[config.mk]
export PLATFORM = sky130hd
export DESIGN_NAME = scan_decoder_n
export DESIGN_NICKNAME = d
export VERILOG_FILES = /design/src/rtl/scan_decoder_n.sv
export SDC_FILE = /design/constraint.sdc
export NUM_CORES = 1
export LEC_CHECK = 0
export CORE_ASPECT_RATIO = 1.25
export CORE_MARGIN = 1.5
export CORE_UTILIZATION = 45
export CTS_BUF_LIST = sky130_fd_sc_hd__clkbuf_8
export CTS_CLUSTER_DIAMETER = 150
export DETAILED_ROUTE_END_ITERATION = 7
export DONT_BUFFER_PORTS = 1
export HOLD_SLACK_MARGIN = 0.02
export PLACE_DENSITY = 0.65
export SLEW_MARGIN = 40
export SYNTH_ARGS = -nofsm -noshare
export SYNTH_HDL_FRONTEND = slang
export SYNTH_SLANG_ARGS = --single-unit
[constraint.sdc]
create_clock -name clk -period 2.25 [get_ports clk]
set_input_delay 0.1125 -clock clk [delete_from_list [all_inputs] [get_ports clk]]
set_output_delay 0.1125 -clock clk [all_outputs]
set_load 0.01 [all_outputs]
[src/rtl/scan_decoder_n.sv]
// scan_decoder_n
//   Registered N-to-2^N decoder with 74LS138-style enables. It drives the digit-select
//   lines of multiplexed displays. In manual mode it decodes the address input. In
//   auto-scan mode it steps through indices 0..last: each index is held for DIV clocks,
//   and BLANK dead-time clocks separate consecutive slots.
//
// Ports
//   clk         system clock, rising edge
//   rst         synchronous reset, active-high, overrides every other input
//   g1          enable, active-high
//   g2a_n       enable, active-low
//   g2b_n       enable, active-low
//   mode        0 = manual decode, 1 = auto-scan
//   address     manual-mode select
//   last        highest index visited in scan mode
//   outputs     decoded select lines (registered)
//   cur_addr    index currently driven, held while blanked or off
//   frame_done  one-cycle pulse after the scan wraps back to index 0
//
// state   | meaning
// S_OFF   | disabled, all lines inactive
// S_DRIVE | one line active for cur_addr
// S_BLANK | dead time between slots, all lines inactive
`timescale 1ns/1ps

module scan_decoder_n #(
    parameter int ADDR_W     = 3,
    parameter int DIV        = 4,
    parameter int BLANK      = 1,
    parameter bit ACTIVE_LOW = 1'b1
) (
    input  logic                   clk,
    input  logic                   rst,
    input  logic                   g1,
    input  logic                   g2a_n,
    input  logic                   g2b_n,
    input  logic                   mode,
    input  logic [ADDR_W-1:0]      address,
    input  logic [ADDR_W-1:0]      last,
    output logic [(2**ADDR_W)-1:0] outputs,
    output logic [ADDR_W-1:0]      cur_addr,
    output logic                   frame_done
);

    localparam int N_OUT = 2**ADDR_W;
    localparam int SW    = $clog2(DIV + 1);
    // A zero-width counter is illegal. With BLANK = 0 the blank counter keeps one bit,
    // but the S_BLANK state is never entered.
    localparam int BW    = (BLANK > 0) ? $clog2(BLANK + 1) : 1;

    localparam logic [SW-1:0]    SLOT_LAST  = SW'(DIV - 1);
    localparam logic [BW-1:0]    BLANK_LAST = BW'((BLANK > 0) ? BLANK - 1 : 0);
    localparam logic [N_OUT-1:0] IDLE       = {N_OUT{ACTIVE_LOW}};

    typedef enum logic [1:0] {S_OFF, S_DRIVE, S_BLANK} state_t;

    state_t             state_q;
    logic [N_OUT-1:0]   outputs_q;
    logic [ADDR_W-1:0]  cur_addr_q;
    logic               frame_done_q;
    logic [SW-1:0]      slot_cnt_q;
    logic [BW-1:0]      blank_cnt_q;
    logic               mode_q;
    // Set after a mode change, so that the scan restarts at index 0 instead of stepping.
    logic               restart_q;

    logic               en;
    logic               wrap;
    logic [ADDR_W-1:0]  scan_next;
    logic [ADDR_W-1:0]  entry_addr;

    function automatic logic [N_OUT-1:0] decode(input logic [ADDR_W-1:0] a);
        logic [N_OUT-1:0] w;
        w    = IDLE;
        w[a] = ~w[a];
        return w;
    endfunction

    always_comb begin
        en         = g1 & ~g2a_n & ~g2b_n;
        // A ">=" comparison makes a runtime shrink of last wrap cleanly.
        wrap       = (cur_addr_q >= last);
        scan_next  = wrap ? '0 : cur_addr_q + 1'b1;
        entry_addr = mode ? '0 : address;
    end

    always_ff @(posedge clk) begin
        if (rst) begin
            state_q      <= S_OFF;
            outputs_q    <= IDLE;
            cur_addr_q   <= '0;
            frame_done_q <= 1'b0;
            slot_cnt_q   <= '0;
            blank_cnt_q  <= '0;
            mode_q       <= 1'b0;
            restart_q    <= 1'b0;
        end else begin
            mode_q       <= mode;
            frame_done_q <= 1'b0;
            if (!en) begin
                state_q     <= S_OFF;
                outputs_q   <= IDLE;
                slot_cnt_q  <= '0;
                blank_cnt_q <= '0;
                restart_q   <= 1'b0;
            end else if (state_q != S_OFF && mode != mode_q) begin
                slot_cnt_q  <= '0;
                blank_cnt_q <= '0;
                if (BLANK == 0) begin
                    state_q    <= S_DRIVE;
                    cur_addr_q <= entry_addr;
                    outputs_q  <= decode(entry_addr);
                    restart_q  <= 1'b0;
                end else begin
                    state_q   <= S_BLANK;
                    outputs_q <= IDLE;
                    restart_q <= 1'b1;
                end
            end else begin
                case (state_q)
                    S_OFF: begin
                        state_q     <= S_DRIVE;
                        cur_addr_q  <= entry_addr;
                        outputs_q   <= decode(entry_addr);
                        slot_cnt_q  <= '0;
                        blank_cnt_q <= '0;
                        restart_q   <= 1'b0;
                    end
                    S_DRIVE: begin
                        if (!mode) begin
                            if (address != cur_addr_q) begin
                                if (BLANK == 0) begin
                                    cur_addr_q <= address;
                                    outputs_q  <= decode(address);
                                end else begin
                                    state_q     <= S_BLANK;
                                    outputs_q   <= IDLE;
                                    blank_cnt_q <= '0;
                                end
                            end
                        end else if (slot_cnt_q == SLOT_LAST) begin
                            slot_cnt_q <= '0;
                            if (BLANK == 0) begin
                                cur_addr_q   <= scan_next;
                                outputs_q    <= decode(scan_next);
                                frame_done_q <= wrap;
                            end else begin
                                state_q     <= S_BLANK;
                                outputs_q   <= IDLE;
                                blank_cnt_q <= '0;
                            end
                        end else begin
                            slot_cnt_q <= slot_cnt_q + 1'b1;
                        end
                    end
                    S_BLANK: begin
                        if (blank_cnt_q == BLANK_LAST) begin
                            state_q     <= S_DRIVE;
                            blank_cnt_q <= '0;
                            slot_cnt_q  <= '0;
                            restart_q   <= 1'b0;
                            if (!mode) begin
                                cur_addr_q <= address;
                                outputs_q  <= decode(address);
                            end else if (restart_q) begin
                                cur_addr_q <= '0;
                                outputs_q  <= decode('0);
                            end else begin
                                cur_addr_q   <= scan_next;
                                outputs_q    <= decode(scan_next);
                                frame_done_q <= wrap;
                            end
                        end else begin
                            blank_cnt_q <= blank_cnt_q + 1'b1;
                        end
                    end
                    default: begin
                        state_q   <= S_OFF;
                        outputs_q <= IDLE;
                    end
                endcase
            end
        end
    end

    assign outputs    = outputs_q;
    assign cur_addr   = cur_addr_q;
    assign frame_done = frame_done_q;

endmodule

==> impl_metrics.yaml, run 1 <==
outcome:
  outcome: "finished clean"
min_path:
  min_path_cells: 2
  hp-start: "rst"
  hold_class: "input pin to register"
  holdPathEnd: "cur_addr[1]$_SDFFE_PP0P_"
timing:
  fin_skew_ns: 0.00196
  finalSetupViolations: 0
  max_freq_mhz: 512
  period_share_pct: 86.7
  rsz0062_at_grt: "no"
  tightest_slew_ns: 0.605
  slew_headroom_pct: 59.2
  drv_slew: 0
  finalHoldViolCount: 0
  fin_crit_ns: 1.95
  finalSetupTns_ns: 0
  timing.final.ws_setup_ns: 0.299
clocking:
  root_buffer: "clkbuf_8"
  cts.clk_slew.worst_paths_ns: 0.07
  post_cts_resize_count: 0
  cts_buffers: 3
  insertion_delay_ns: 0.26
  cts_buffer_depth: 2
  cts_tree: "built"
  h-tree-depth: 1
  cts_num_sinks: 19
final_layout:
  antennaDiodeCount: 0
  synthToLayoutAreaGrowth_pct: 9.96
  finish.utilization_pct: 53.9
  final_common_cell: "dfxtp_1"
  final_nets: 149
  drive_above_1_share_pct: 9.16
  layout_common_cells: "dfxtp_1 (19), nor3_1 (11), inv_1 (10)"
  fillers: 223
place:
  dpl.hpwl_um: 1880
  routabilityCongestion: 0.793
  dp_slack_ns: 0.331
  numPortBuffers: 0
grt:
  grt_pass1_wl_um: 4250
  antenna_found_initial: 0
  grt_pass1_vias: 986
  grt_max_degree: 14
  grt_usage_pct: 21.0
  overflow: 0
synthesis:
  synth-main-ff-cell: "dfxtp_1"
  synth_top_family_by_area: "simple AND/OR/NAND/NOR gates"
  synth_area_leaders: "dfxtp_1 (34%), ha_1 (5.7%), nor3_1 (5.0%)"
  synth_nets: 143
  ys_async_sr_fraction_pct: 0
  yosysWarnings: 0
  synth.top_cell.area_share_pct: 34.4
  synth_xor_area_share_pct: 4.75
  avgSynthCellArea_sq_um: 8.78
  post_synth_and_or_nand_nor_area_fraction_pct: 27.8
  seq_area_frac_synth_pct: 34.4
  synthMuxAreaShare_pct: 0
  synth_area_leader_cell: "dfxtp_1"
  synth_edf_count: 0
  ys_ff_latch: 19
  synth_compound_area_share_pct: 22.2
  synth_cell_type_count: 42
  synth-adder-area-share_pct: 5.66
  synthCells: 126
  synth_area_sq_mm: 0.00111
floorplan:
  start_util_pct: 49.0
  rows: 19
  die_h_um: 58.4
  core_sq_mm: 0.00226
  ios: 24
  die_area_sq_mm: 0.00277
  fp.dieW_um: 47.3
critical_path:
  worstPathMaxFanout: 10
  cp.arrival_ns: 2.06
  timing.rr.end: "outputs[4]$_SDFFE_PP1P_"
  crit-reg2reg-launch: "state_q[0]$_SDFFE_PP0P_"
  r2r.worst_path.cells: 4
  r2r_slack_ns: 0.30
  path_class: "register to register"
  required_ns: 2.36
  startpoint_type: "register"
  cp-end-kind: "register"
route:
  vias: 997
  wirelength_um: 2580
  via_per_inst: 6.15
  drc: 0
  wire_per_inst_um: 15.9
  detail-route-antenna-nets: 0
  drt-pass1-iter-count: 4
  initialDrtViolationCount: 32
pwr:
  p_leak_uw: 0.000469
  vdd_ir_drop_max_v: 0.000233
  power_density_mw_per_mm2: 535
flow_run:
  maxCapViolCount: 0
==> final cells by class <==
cell class / instances / area [sq um] / share of cell area (%)
multi-input combinational: 93 / 668 / 54.9
sequential: 19 / 380 / 31.3
timing repair buffer: 6 / 50.0 / 4.12
clock buffer: 3 / 41.3 / 3.40
tap: 31 / 38.8 / 3.19
inverter: 9 / 33.8 / 2.78
clock inverter: 1 / 3.75 / 0.309
==> cells by family (layout without fill, tap and decap cells) <==
kind of cell             after synthesis  after routing
flip-flops                            19             19
XOR/XNOR                               6              6
buffers and inverters                 14             19
AO/OA/AOI/OAI                         32             32
adder cells (fa/ha/maj)                5              5
AND/OR/NAND/NOR                       50             50
==> state kept, by name, summed over array words and instances, names as in the netlist <==
signal / count
cur_addr: 3
frame_done: 1
mode_q: 1
outputs: 8
restart_q: 1
slot_cnt_q: 3
state_q: 2
==> what timing repair did <==
action	CTS	global route
hold endpoints to repair	1	0
hold buffers	2	0
setup endpoints to repair	0	0
setup buffers	0	0
==> how the worst max path moves through the flow <==
stage / startpoint / end / cells past startpoint
final: state_q[0]$_SDFFE_PP0P_ / outputs[4]$_SDFFE_PP1P_ / 4
after global routing: state_q[0]$_SDFFE_PP0P_ / outputs[4]$_SDFFE_PP1P_ / 4
after CTS: state_q[0]$_SDFFE_PP0P_ / outputs[4]$_SDFFE_PP1P_ / 4
after detailed placement: state_q[0]$_SDFFE_PP0P_ / outputs[4]$_SDFFE_PP1P_ / 4
after global placement: state_q[0]$_SDFFE_PP0P_ / outputs[4]$_SDFFE_PP1P_ / 4
after floorplan: cur_addr[0]$_SDFFE_PP0P_ / outputs[1]$_SDFFE_PP1P_ / 6
==> synthesized netlist by cell type (all sizes together), types with 2 or more instances <==
cell type,n
a21oi,5
a221o,3
buf,2
clkbuf,3
dfxtp,19
ha,5
inv,9
nand2b,3
nand3,4
nand3b,2
nor2,7
nor2b,5
nor3,11
nor4,4
o211a,2
o211ai,2
o21ai,6
o311ai,4
or2,2
or3,6
or4b,2
xor2,5
==> worst max-delay path: stages (launching register included) <==
cell,delay [ns]
dfxtp_1,0.41
or3b_1,0.40
nor4_4,0.53
or2_1,0.32
o311ai_1,0.14
==> through the flow <==
step | cell area, sq um | hold slack (ns) | power, uW | instances
after CTS | 1220 | 0.0314 | 656 | 162
after floorplan | 1110 | 0.184 | 408 | 126
final | 1220 | 0.0363 | 650 | 162
after global routing | 1220 | 0.0497 | 674 | 162
after global placement | 1150 | 0.186 | 416 | 156
after detailed placement | 1150 | 0.187 | 418 | 156
==> power breakdown <==
group,switching (uW),total (uW),internal [uW]
registers,4.81,346,341
clock network,115,237,122
logic,41.2,67.8,26.6
==> metal layers <==
metal	up-vias	global-route usage (%)	wire, um
met5	-	0	0
met4	0	9.52	47
met3	5	3.37	171
met2	35	34.0	1250
met1	473	26.5	1100
li1	484	-	-
Note: power is estimated with default switching activity, not from simulation.
==> run 2, diff against run 1 <==
--- a/config.mk
+++ b/config.mk
@@ -5,8 +5,8 @@
 export SDC_FILE = /design/constraint.sdc
 export NUM_CORES = 1
 export LEC_CHECK = 0
+export CAP_MARGIN = 20
 export CORE_ASPECT_RATIO = 1.25
-export CORE_MARGIN = 1.5
 export CORE_UTILIZATION = 45
 export CTS_BUF_LIST = sky130_fd_sc_hd__clkbuf_8
 export CTS_CLUSTER_DIAMETER = 150
==> run 2 against run 1 <==
Clock power down 4%. Combinational power down 0.9%. Final cell count stayed put. Final area unchanged. Die area down 3.8%. Sequential share of layout area is the same. Global-route usage down 1.2 points.
==> impl_metrics.yaml, run 2 (same netlist as run 1, synthesis figures left out) <==
final_layout:
  final_common_cell: "dfxtp_1"
  fillers: 219
  multi_input_area_sq_um: 668
  antennaDiodeCount: 0
  largest_reg_flops: 8
  synthToLayoutAreaGrowth_pct: 9.96
  layout_common_cells: "dfxtp_1 (19), nor3_1 (11), inv_1 (10)"
  final_nets: 149
  drive_above_1_share_pct: 9.16
  regArea_sq_um: 380
timing:
  period_share_pct: 87.7
  finalSetupViolations: 0
  timing.hold.ws_ns: 0.0403
  fin_skew_ns: 0.00337
  tightest_slew_ns: 0.617
  rsz0062_at_grt: "no"
  fin_crit_ns: 1.97
  finalHoldViolCount: 0
  slew_headroom_pct: 58.4
  max_freq_mhz: 507
  finalSetupTns_ns: 0
  drv_slew: 0
floorplan:
  start_util_pct: 49.0
  fp.dieW_um: 46.3
  die_h_um: 57.4
  core_sq_mm: 0.00226
  die_area_sq_mm: 0.00266
  ios: 24
  rows: 19
pwr:
  combPwrFrac_pct: 10.5
  clkPwrFrac_pct: 35.5
  p_switching_uw: 152
  p_int_uw: 489
  vdd_ir_drop_max_v: 0.000396
  p_sw_share_pct: 23.7
  seqPwrFrac_pct: 54.0
  p_leak_uw: 0.000469
  power_density_mw_per_mm2: 527
clocking:
  root_buffer: "clkbuf_8"
  insertion_delay_ns: 0.25
  h-tree-depth: 1
  cts_tree: "built"
  post_cts_resize_count: 0
  cts.clk_slew.worst_paths_ns: 0.07
  cts_buffer_depth: 2
  cts_buffers: 3
  cts_num_sinks: 19
critical_path:
  crit_family: "simple AND/OR/NAND/NOR gates"
  path_cells: "inv_1 -> ha_1 -> nor2b_1 -> o21ai_0 -> or3_1 -> a221o_1"
  worstPathMaxFanout: 7
  path_class: "register to register"
  cp-end-kind: "register"
  startpoint_type: "register"
  cp.arrival_ns: 2.12
  crit_path_max_incr_delay_ns: 0.44
  crit_buf_inv: 1
  cpMaxStageDelayCell: "or3_1"
  required_ns: 2.39
grt:
  grt_usage_pct: 19.8
  grt_pass1_vias: 906
  antenna_found_initial: 0
  grt_pass1_wl_um: 3940
  grt_max_degree: 14
  overflow: 0
route:
  detail-route-antenna-nets: 0
  drt-pass1-iter-count: 4
  wirelength_um: 2370
  drc: 0
  initialDrtViolationCount: 26
  wire_per_inst_um: 14.6
  via_per_inst: 6.04
  vias: 979
place:
  routabilityCongestion: 0.861
  numPortBuffers: 0
  dpl.hpwl_um: 1860
flow_run:
  maxCapViolCount: 0
outcome:
  outcome: "finished clean"
min_path:
  hold_class: "input pin to register"
-- run 2: layout make-up --
class                   instances  share of cell area (%)
inverters                       9                    2.78
multi-input cells              93                    54.9
repair buffers                  6                    4.12
flip-flops and latches         19                    31.3
well taps                      31                    3.19
clock buffers                   3                    3.40
clock inverters                 1                   0.309
-- run 2: stage by stage --
stage | utilization (%) | std cells | total power, uW | instance area (sq um) | worst slack [ns]
finish | 53.9 | 162 | 640 | 1220 | 0.277
global route | 53.9 | 162 | 674 | 1220 | 0.141
CTS | 53.9 | 162 | 649 | 1220 | 0.270
detailed placement | 51.0 | 156 | 418 | 1150 | 0.287
global placement | 51.0 | 156 | 416 | 1150 | 0.333
floorplan | - | 126 | 408 | 1110 | 0.240
-- run 2: timing repair --
action	CTS	global route
hold buffers	2	0
hold endpoints to repair	1	0
buffers inserted	0	0
-- run 2: power by group through the flow --
stage          registers [uW]  logic, uW  clock network (uW)
2_1_floorplan             355       52.7                   0
3_3_place_gp              353       62.3                   0
3_5_place_dp              354       64.1                   0
4_1_cts                   346       67.3                 236
5_1_grt                   347       74.2                 253
6_report                  346       67.2                 227
-- run 2: path summary, 6_finish.rpt --
path	endpoint	slack, ns	from	depth (start not counted)
worst max register to register	outputs[2]$_SDFFE_PP1P_	0.28	cur_addr[0]$_SDFFE_PP0P_	6
worst min-delay path	cur_addr[0]$_SDFFE_PP0P_	0.04	rst	2
worst max-delay path	outputs[2]$_SDFFE_PP1P_	0.28	cur_addr[0]$_SDFFE_PP0P_	6
worst min register to register	slot_cnt_q[2]$_SDFFE_PP0P_	0.46	slot_cnt_q[2]$_SDFFE_PP0P_	1
-- run 2: routing by layer --
metal / vias to the layer above / GRT usage [%] / share of wire [%]
met5: - / 0 / 0
met4: 0 / 11.3 / 1.7
met3: 6 / 4.43 / 5.5
met2: 37 / 28.6 / 47
met1: 442 / 26.4 / 46
li1: 494 / - / -
-- run 2: worst register-to-register path: cells and delay by family (launching register included) --
kind                     cells  cell delay, ns
AO/OA/AOI/OAI                2            0.58
adder cells (fa/ha/maj)      1            0.28
buffers and inverters        1            0.09
flip-flops                   1            0.33
AND/OR/NAND/NOR              2            0.59
